$ cat src/rtl/fgp_tx_scheduler.sv
// Sweeps NUM_PACKETS FGP packets per frame: start pulse, frame-RAM byte addressing, inter-packet gap, frame completion.
// Latency: pkt_start one cycle after eth_ready in WAIT_READY; rd_en/rd_addr combinational on readclk; backpressure via eth_ready/readclk.
module fgp_tx_scheduler #(
    parameter int NUM_PACKETS = 150,
    parameter int DATA_LEN    = 768,
    parameter int GAP_CYCLES  = 64,
    parameter int ADDR_W      = 17
) (
    input  logic              clk,
    input  logic              rst_n,
    input  logic              frame_req,
    input  logic              continuous,
    input  logic              abort,
    input  logic              eth_ready,
    input  logic              readclk,
    input  logic              eth_done,
    output logic              pkt_start,
    output logic [7:0]        fgp_offset,
    output logic              rd_en,
    output logic [ADDR_W-1:0] rd_addr,
    output logic              in_done,
    output logic              busy,
    output logic              frame_done,
    output logic              err
);

    localparam int CNT_W = (DATA_LEN > 1) ? $clog2(DATA_LEN) : 1;
    localparam int GAP_W = (GAP_CYCLES > 0) ? $clog2(GAP_CYCLES + 1) : 1;

    localparam logic [CNT_W-1:0]  LAST_BYTE  = CNT_W'(DATA_LEN - 1);
    localparam logic [ADDR_W-1:0] DATA_LEN_A = ADDR_W'(DATA_LEN);
    localparam logic [8:0]        NUM_PKT_I  = 9'(NUM_PACKETS);
    localparam logic [GAP_W-1:0]  GAP_INIT   = GAP_W'(GAP_CYCLES);

    typedef enum logic [2:0] {
        S_IDLE,
        S_WAIT_READY,
        S_START,
        S_STREAM,
        S_WAIT_DONE,
        S_GAP
    } state_t;

    state_t            state_q, state_d;
    logic [8:0]        pkt_idx_q, pkt_idx_d;
    logic [ADDR_W-1:0] base_q, base_d;
    logic [CNT_W-1:0]  byte_cnt_q, byte_cnt_d;
    logic [GAP_W-1:0]  gap_cnt_q, gap_cnt_d;
    logic              pending_q, pending_d;
    logic              pkt_done;

    always_ff @(posedge clk or negedge rst_n) begin
        if (!rst_n) begin
            state_q    <= S_IDLE;
            pkt_idx_q  <= '0;
            base_q     <= '0;
            byte_cnt_q <= '0;
            gap_cnt_q  <= '0;
            pending_q  <= 1'b0;
        end else begin
            state_q    <= state_d;
            pkt_idx_q  <= pkt_idx_d;
            base_q     <= base_d;
            byte_cnt_q <= byte_cnt_d;
            gap_cnt_q  <= gap_cnt_d;
            pending_q  <= pending_d;
        end
    end

    always_comb begin
        state_d    = state_q;
        pkt_idx_d  = pkt_idx_q;
        base_d     = base_q;
        byte_cnt_d = byte_cnt_q;
        gap_cnt_d  = gap_cnt_q;
        pending_d  = pending_q;
        pkt_start  = 1'b0;
        rd_en      = 1'b0;
        in_done    = 1'b0;
        frame_done = 1'b0;
        err        = 1'b0;
        pkt_done   = 1'b0;

        // Requests arriving mid-sweep collapse into a single pending sweep.
        if (frame_req && (state_q != S_IDLE)) begin
            pending_d = 1'b1;
        end

        case (state_q)
            S_IDLE: begin
                if (frame_req || pending_q) begin
                    state_d   = S_WAIT_READY;
                    pending_d = 1'b0;
                end
            end
            S_WAIT_READY: begin
                if (eth_ready) begin
                    state_d = S_START;
                end
            end
            S_START: begin
                pkt_start  = 1'b1;
                byte_cnt_d = '0;
                state_d    = S_STREAM;
            end
            S_STREAM: begin
                rd_en = readclk;
                if (readclk) begin
                    byte_cnt_d = byte_cnt_q + CNT_W'(1);
                    if (byte_cnt_q == LAST_BYTE) begin
                        state_d = S_WAIT_DONE;
                    end
                end
                if (eth_done) begin
                    err      = 1'b1;
                    pkt_done = 1'b1;
                end
            end
            S_WAIT_DONE: begin
                in_done = 1'b1;
                if (eth_done) begin
                    pkt_done = 1'b1;
                end
            end
            S_GAP: begin
                if (gap_cnt_q == '0) begin
                    if (pkt_idx_q == NUM_PKT_I) begin
                        frame_done = 1'b1;
                        pkt_idx_d  = '0;
                        base_d     = '0;
                        // A request landing on the final gap cycle is consumed by this restart.
                        if (continuous || pending_q || frame_req) begin
                            state_d   = S_WAIT_READY;
                            pending_d = 1'b0;
                        end else begin
                            state_d = S_IDLE;
                        end
                    end else begin
                        state_d = S_WAIT_READY;
                    end
                end else begin
                    gap_cnt_d = gap_cnt_q - GAP_W'(1);
                end
            end
            default: begin
                state_d = S_IDLE;
            end
        endcase

        if (pkt_done) begin
            state_d   = S_GAP;
            pkt_idx_d = pkt_idx_q + 9'd1;
            gap_cnt_d = GAP_INIT;
            // Base stays bounded by the last packet's offset; it is zeroed for the next sweep.
            if (pkt_idx_q == NUM_PKT_I - 9'd1) begin
                base_d = '0;
            end else begin
                base_d = base_q + DATA_LEN_A;
            end
        end

        if (abort) begin
            state_d    = S_IDLE;
            pkt_idx_d  = '0;
            base_d     = '0;
            byte_cnt_d = '0;
            pending_d  = 1'b0;
            pkt_start  = 1'b0;
            rd_en      = 1'b0;
            in_done    = 1'b0;
            frame_done = 1'b0;
        end
    end

    assign busy       = (state_q != S_IDLE);
    assign fgp_offset = pkt_idx_q[7:0];
    assign rd_addr    = base_q + ADDR_W'(byte_cnt_q);

endmodule

$ cat config.mk
export PLATFORM = sky130hd
export DESIGN_NAME = fgp_tx_scheduler
export DESIGN_NICKNAME = d
export VERILOG_FILES = /design/src/rtl/fgp_tx_scheduler.sv
export SDC_FILE = /design/constraint.sdc
export NUM_CORES = 1
export LEC_CHECK = 0
export ABC_AREA = 1
export ABC_CLOCK_PERIOD_IN_PS = 3800
export BUFFER_PORTS_ARGS = -buffer_cell sky130_fd_sc_hd__clkbuf_2
export CAP_MARGIN = 20
export CORE_AREA = 2 2 86 88
export CTS_CLUSTER_DIAMETER = 30
export DETAILED_ROUTE_END_ITERATION = 7
export DIE_AREA = 0 0 88 90
export PLACE_DENSITY = 0.7
export SLEW_MARGIN = 20
export SYNTH_ARGS = -nofsm -noshare
export SYNTH_HDL_FRONTEND = slang
export SYNTH_SLANG_ARGS = --single-unit
$ cat constraint.sdc
create_clock -name clk -period 3.8 [get_ports clk]
set_input_delay 0.76 -clock clk [delete_from_list [all_inputs] [get_ports clk]]
set_output_delay 0.76 -clock clk [all_outputs]
set_load 0.005 [all_outputs]
Word-level counts from Yosys, hierarchy flattened

Cells that the tools add are included.

Add/subtract/negate cells: 5
Equal/unequal tests: 16
Muxes and demuxes: 47
Reductions and logical operators: 17

Operators with widths:

| kind                                             | count |
|---|---|
| 2-to-1 mux 17 bit                                | 6 |
| 2-to-1 mux 9 bit                                 | 5 |
| 2-to-1 mux 3 bit                                 | 8 |
| 2-to-1 mux 7 bit                                 | 3 |
| 2-to-1 mux 1 bit                                 | 20 |
| 2-to-1 mux 10 bit                                | 2 |
| inequality test 4 bit, second input constant     | 5 |
| case mux 10 bit (2 select lines)                 | 1 |
| == test 9 x 8 -> 1 bit, second input constant    | 2 |
| case mux 3 bit (6 select lines)                  | 1 |
| adder 17 x 10 -> 17 bit                          | 1 |
| adder 17 x 10 -> 17 bit, second input constant   | 1 |
| nonzero test 3 bit                               | 5 |
| adder 10 x 1 -> 10 bit, second input constant    | 1 |
| == test 10 bit, second input constant            | 1 |
| adder 9 x 1 -> 9 bit, second input constant      | 1 |
| logical NOT 7 bit                                | 1 |
| subtractor 7 x 1 -> 7 bit, second input constant | 1 |
| == test 3 x 2 -> 1 bit, second input constant    | 2 |
| == test 3 bit, second input constant             | 2 |
| inequality test 3 bit, second input constant     | 2 |
| AND reduction 6 bit                              | 1 |
| AND reduction 2 bit                              | 2 |
| == test 3 x 1 -> 1 bit, second input constant    | 1 |
| other kinds (8)                                  | 10 |

Bits in registers: 47
Output and inout bits: 31
Word-level logic and storage cells: 91

Depth between registers and ports, before layout

Depth in word-level cells: 8
Gate-level depth with buffers: 10
Mapped depth without buffers: 10

Worst setup path before layout

Ideal clock, no wire load.

Path kind: register to output
Start: register byte_cnt_q[9]
End: output rd_addr[16]
Arrival time: 1,402 ps
Required time: 3,040 ps
Setup slack: 1,638 ps
Stages on the path, launching flop included: 7
Path buffers: 0
Cells stage by stage: dfrtp_1 ha_1 a21oi_1 or2_2 nand2_1 nand2_1 xnor2_1

Cells in the longest elaborated chain, start to end: 1

RTL lines:

| item                    | RTL line | text |
|---|---|---|
| start, declared         | 47       | `logic [CNT_W-1:0] byte_cnt_q, byte_cnt_d;` |
| start signal, assigned  | 64       | `byte_cnt_q <= byte_cnt_d;` |
| adder 17 x 10 -> 17 bit | 177      | `assign rd_addr = base_q + ADDR_W'(byte_cnt_q);` |
| end, declared           | 20       | `output logic [ADDR_W-1:0] rd_addr,` |

No other way between the ends.

Worst setup path in the final report

Ends and elaborated chain as after synthesis.

==> flow_metrics.env <==
export IMPL_crit_chain="ha_1 -> a21oi_1 -> or2_2 -> nand2_1 -> nand2_1 -> xnor2_1 -> clkbuf_2"
export IMPL_fin_util=0.429
export IMPL_num_vias=2519
export IMPL_tns_ns=0
export IMPL_vdd_ir_drop_max_mv=0.291
export IMPL_holdWs_ns=0.490
export IMPL_yosysMostFrequentCell="nand2_1"
export IMPL_grt_pass1_wl_um=10500
export IMPL_postCtsSetupBuffers=0
export IMPL_numCtsBuffers=5
export IMPL_max_stage_delay_ns=0.42
export IMPL_hpwl_um=4500
export IMPL_clock_latency_ns=0.29
export IMPL_start_util=0.389
export IMPL_die_x_um=88
export IMPL_grtUsageTotal=0.163
export IMPL_end_kind="output port"
export IMPL_power_mw=1.21
export IMPL_p_leak_nw=1.61
export IMPL_antenna_left=0
export IMPL_slew_violations=0
export IMPL_fp_coreArea_um2=7020
export IMPL_drtIter0Drc=203
export IMPL_synth_edff_count=0
export IMPL_synth_fp_nets=410
export IMPL_synth_flop_cell="dfrtp_1"
export IMPL_syn_avg_cell_area_um2=6.96
export IMPL_antenna_cells=0
export IMPL_synth_area_top_cells="dfrtp_1 (36%), nand2_1 (12%), nand3_1 (9.2%), inv_1 (6.7%), nor2_1 (6.7%)"
export IMPL_start_kind="register"
export IMPL_routed_wl_um=5940
export IMPL_cp_required_ns=3.04
export IMPL_crit_arrival_ns=1.92
export IMPL_synth_common_cells="nand2_1 (88), nand3_1 (50), inv_1 (49), nor2_1 (49), dfrtp_1 (39)"
export IMPL_synthArstFlopShare=1.00
export IMPL_setup_viol=0
export IMPL_clockRootBuffer="clkbuf_8"
export IMPL_powerDensity_nw_per_um2=402
export IMPL_fin_ws_ns=1.12
export IMPL_period_needed_ns=2.68
export IMPL_routedWlPerCell_um=11.5
export IMPL_post_cts_resized=0
export IMPL_crit_path_frequent_cell="nand2_1"
export IMPL_post_route_period_util=0.706
export IMPL_grt_antenna_before_repair=0
export IMPL_tightest_slew_ns=0.915
export IMPL_yosysTopAreaCell="dfrtp_1"
export IMPL_rsz0062_at_grt="false"
export IMPL_yosys_warnings=0
export IMPL_grt_max_degree=40
export IMPL_hold_class="reg -> reg"
export IMPL_synthToLayoutAreaGrowth_pct=10.3
export IMPL_status="finished, final reports clean"
export IMPL_layout_drive_gt1_share=0.134
export IMPL_cap_viol_max_count=0
export IMPL_synthesis_instances=392
export IMPL_cts_buffer_depth=2
export IMPL_viasPerCell=4.86
export IMPL_ys_types=33
export IMPL_clkSinkCount=39
export IMPL_cp_max_fo=4
export IMPL_ys_ff_latch=39
export IMPL_port_buffer_count=38
export IMPL_grt_pass1_vias=2294
export IMPL_row_count=31
export IMPL_gp_congestion=0.868
export IMPL_hold_viol_final=0
export IMPL_htreeDepth=2
export IMPL_final_nets=436
export IMPL_yosysSeqAreaShare=0.357
export IMPL_pre_cts_ws_ns=1.38
export IMPL_die_h_um=90
export IMPL_syn_cell_area_um2=2730
export IMPL_top_level_ports=39
export IMPL_relSlewSlack=0.390
export IMPL_gr_total_overflow=0
export IMPL_cp_slowest_cell="dfrtp_1"
export IMPL_critPathKind="reg -> out"
export IMPL_drcViolationCount=0
export IMPL_path_clk_slew_ns=0.08
export IMPL_cts_tree="built"
export IMPL_fin_skew_ns=0.00566
export IMPL_yosysTopAreaCellShare=0.357
export IMPL_die_area_um2=7920
export IMPL_fmaxAchievable_ghz=0.373
export IMPL_drt_first_pass_iters=4
export IMPL_ctsHoldBuffers=0
state kept, by name, indices dropped and copies added, names as in the netlist:
| register | cells |
|---|---|
| base_q | 9 |
| byte_cnt_q | 10 |
| gap_cnt_q | 7 |
| pending_q | 1 |
| pkt_idx_q | 9 |
| state_q | 3 |
path summary, 6_finish.rpt:
kind,from,to,slack [ns],depth (start not counted)
worst max-delay path,byte_cnt_q[9]$_DFFE_PN0P_,rd_addr[16],1.12,7
worst min-delay path,gap_cnt_q[2]$_DFFE_PN0P_,gap_cnt_q[2]$_DFFE_PN0P_,0.49,1
worst max register to register,state_q[1]$_DFFE_PN0P_,base_q[10]$_DFFE_PN0P_,2.06,7
worst min register to register,gap_cnt_q[2]$_DFFE_PN0P_,gap_cnt_q[2]$_DFFE_PN0P_,0.49,1
max in group asynchronous,rst_n,byte_cnt_q[4]$_DFFE_PN0P_,2.63,1
min in group asynchronous,rst_n,pkt_idx_q[8]$_DFFE_PN0P_,0.60,1
layout make-up:
cell class / instances / area, um2
clock buffers: 6 / 72.6
repair buffers: 40 / 205
flip-flops and latches: 39 / 976
clock inverters: 2 / 12.5
multi-input cells: 280 / 1420
inverters: 52 / 198
fillers: 722 / 4010
well taps: 99 / 124
worst max-delay path: cells and delay by family (launching register included):
kind                     cells  cell delay (ns)
AO/OA/AOI/OAI                1             0.12
XOR/XNOR                     1             0.13
adder cells (fa/ha/maj)      1             0.36
buffers and inverters        1             0.13
flip-flops                   1             0.42
AND/OR/NAND/NOR              3             0.48
report_power, final:
part | internal, mW | leakage, nW | switching [mW]
clock | 0.128 | 0.0412 | 0.149
sequential | 0.471 | 0.532 | 0.0479
combinational | 0.144 | 1.03 | 0.270
stage by stage:
| stage | instances | instance area, um2 |
|---|---|---|
| 2_1_floorplan | 392 | 2730 |
| 3_3_place_gp | 510 | 2930 |
| 3_5_place_dp | 510 | 2930 |
| 4_1_cts | 518 | 3010 |
| 5_1_grt | 518 | 3010 |
| 6_report | 518 | 3010 |
per-layer routing:
layer | part of all wire | vias to the layer above | GRT usage
met5 | 0 | - | 0
met4 | 0.012 | 0 | 0.0487
met3 | 0.050 | 5 | 0.0303
met2 | 0.46 | 56 | 0.249
met1 | 0.47 | 1159 | 0.233
li1 | - | 1299 | -
layout by cell type (no fill, tap or decap), drive strengths merged:
cell / count
nand2: 91
inv: 52
nand3: 50
nor2: 50
clkbuf: 43
dfrtp: 39
o21ai: 18
a21oi: 16
xor2: 13
ha: 10
nand4: 9
nor3: 5
xnor2: 4
nand3b: 3
buf: 3
a31oi: 2
or2: 2
and3: 1
nor3b: 1
o22ai: 1
nor4: 1
a21boi: 1
a21o: 1
conb: 1
clkinvlp: 1
clkinv: 1
cells by family after synthesis:
logic type,Yosys count,synth area share
XOR/XNOR,17,0.0545
flip-flops,39,0.357
other,1,0.00137
adder cells (fa/ha/maj),10,0.0458
AND/OR/NAND/NOR,213,0.341
buffers and inverters,73,0.121
AO/OA/AOI/OAI,39,0.0788
Note: power is estimated with default switching activity, not from simulation.
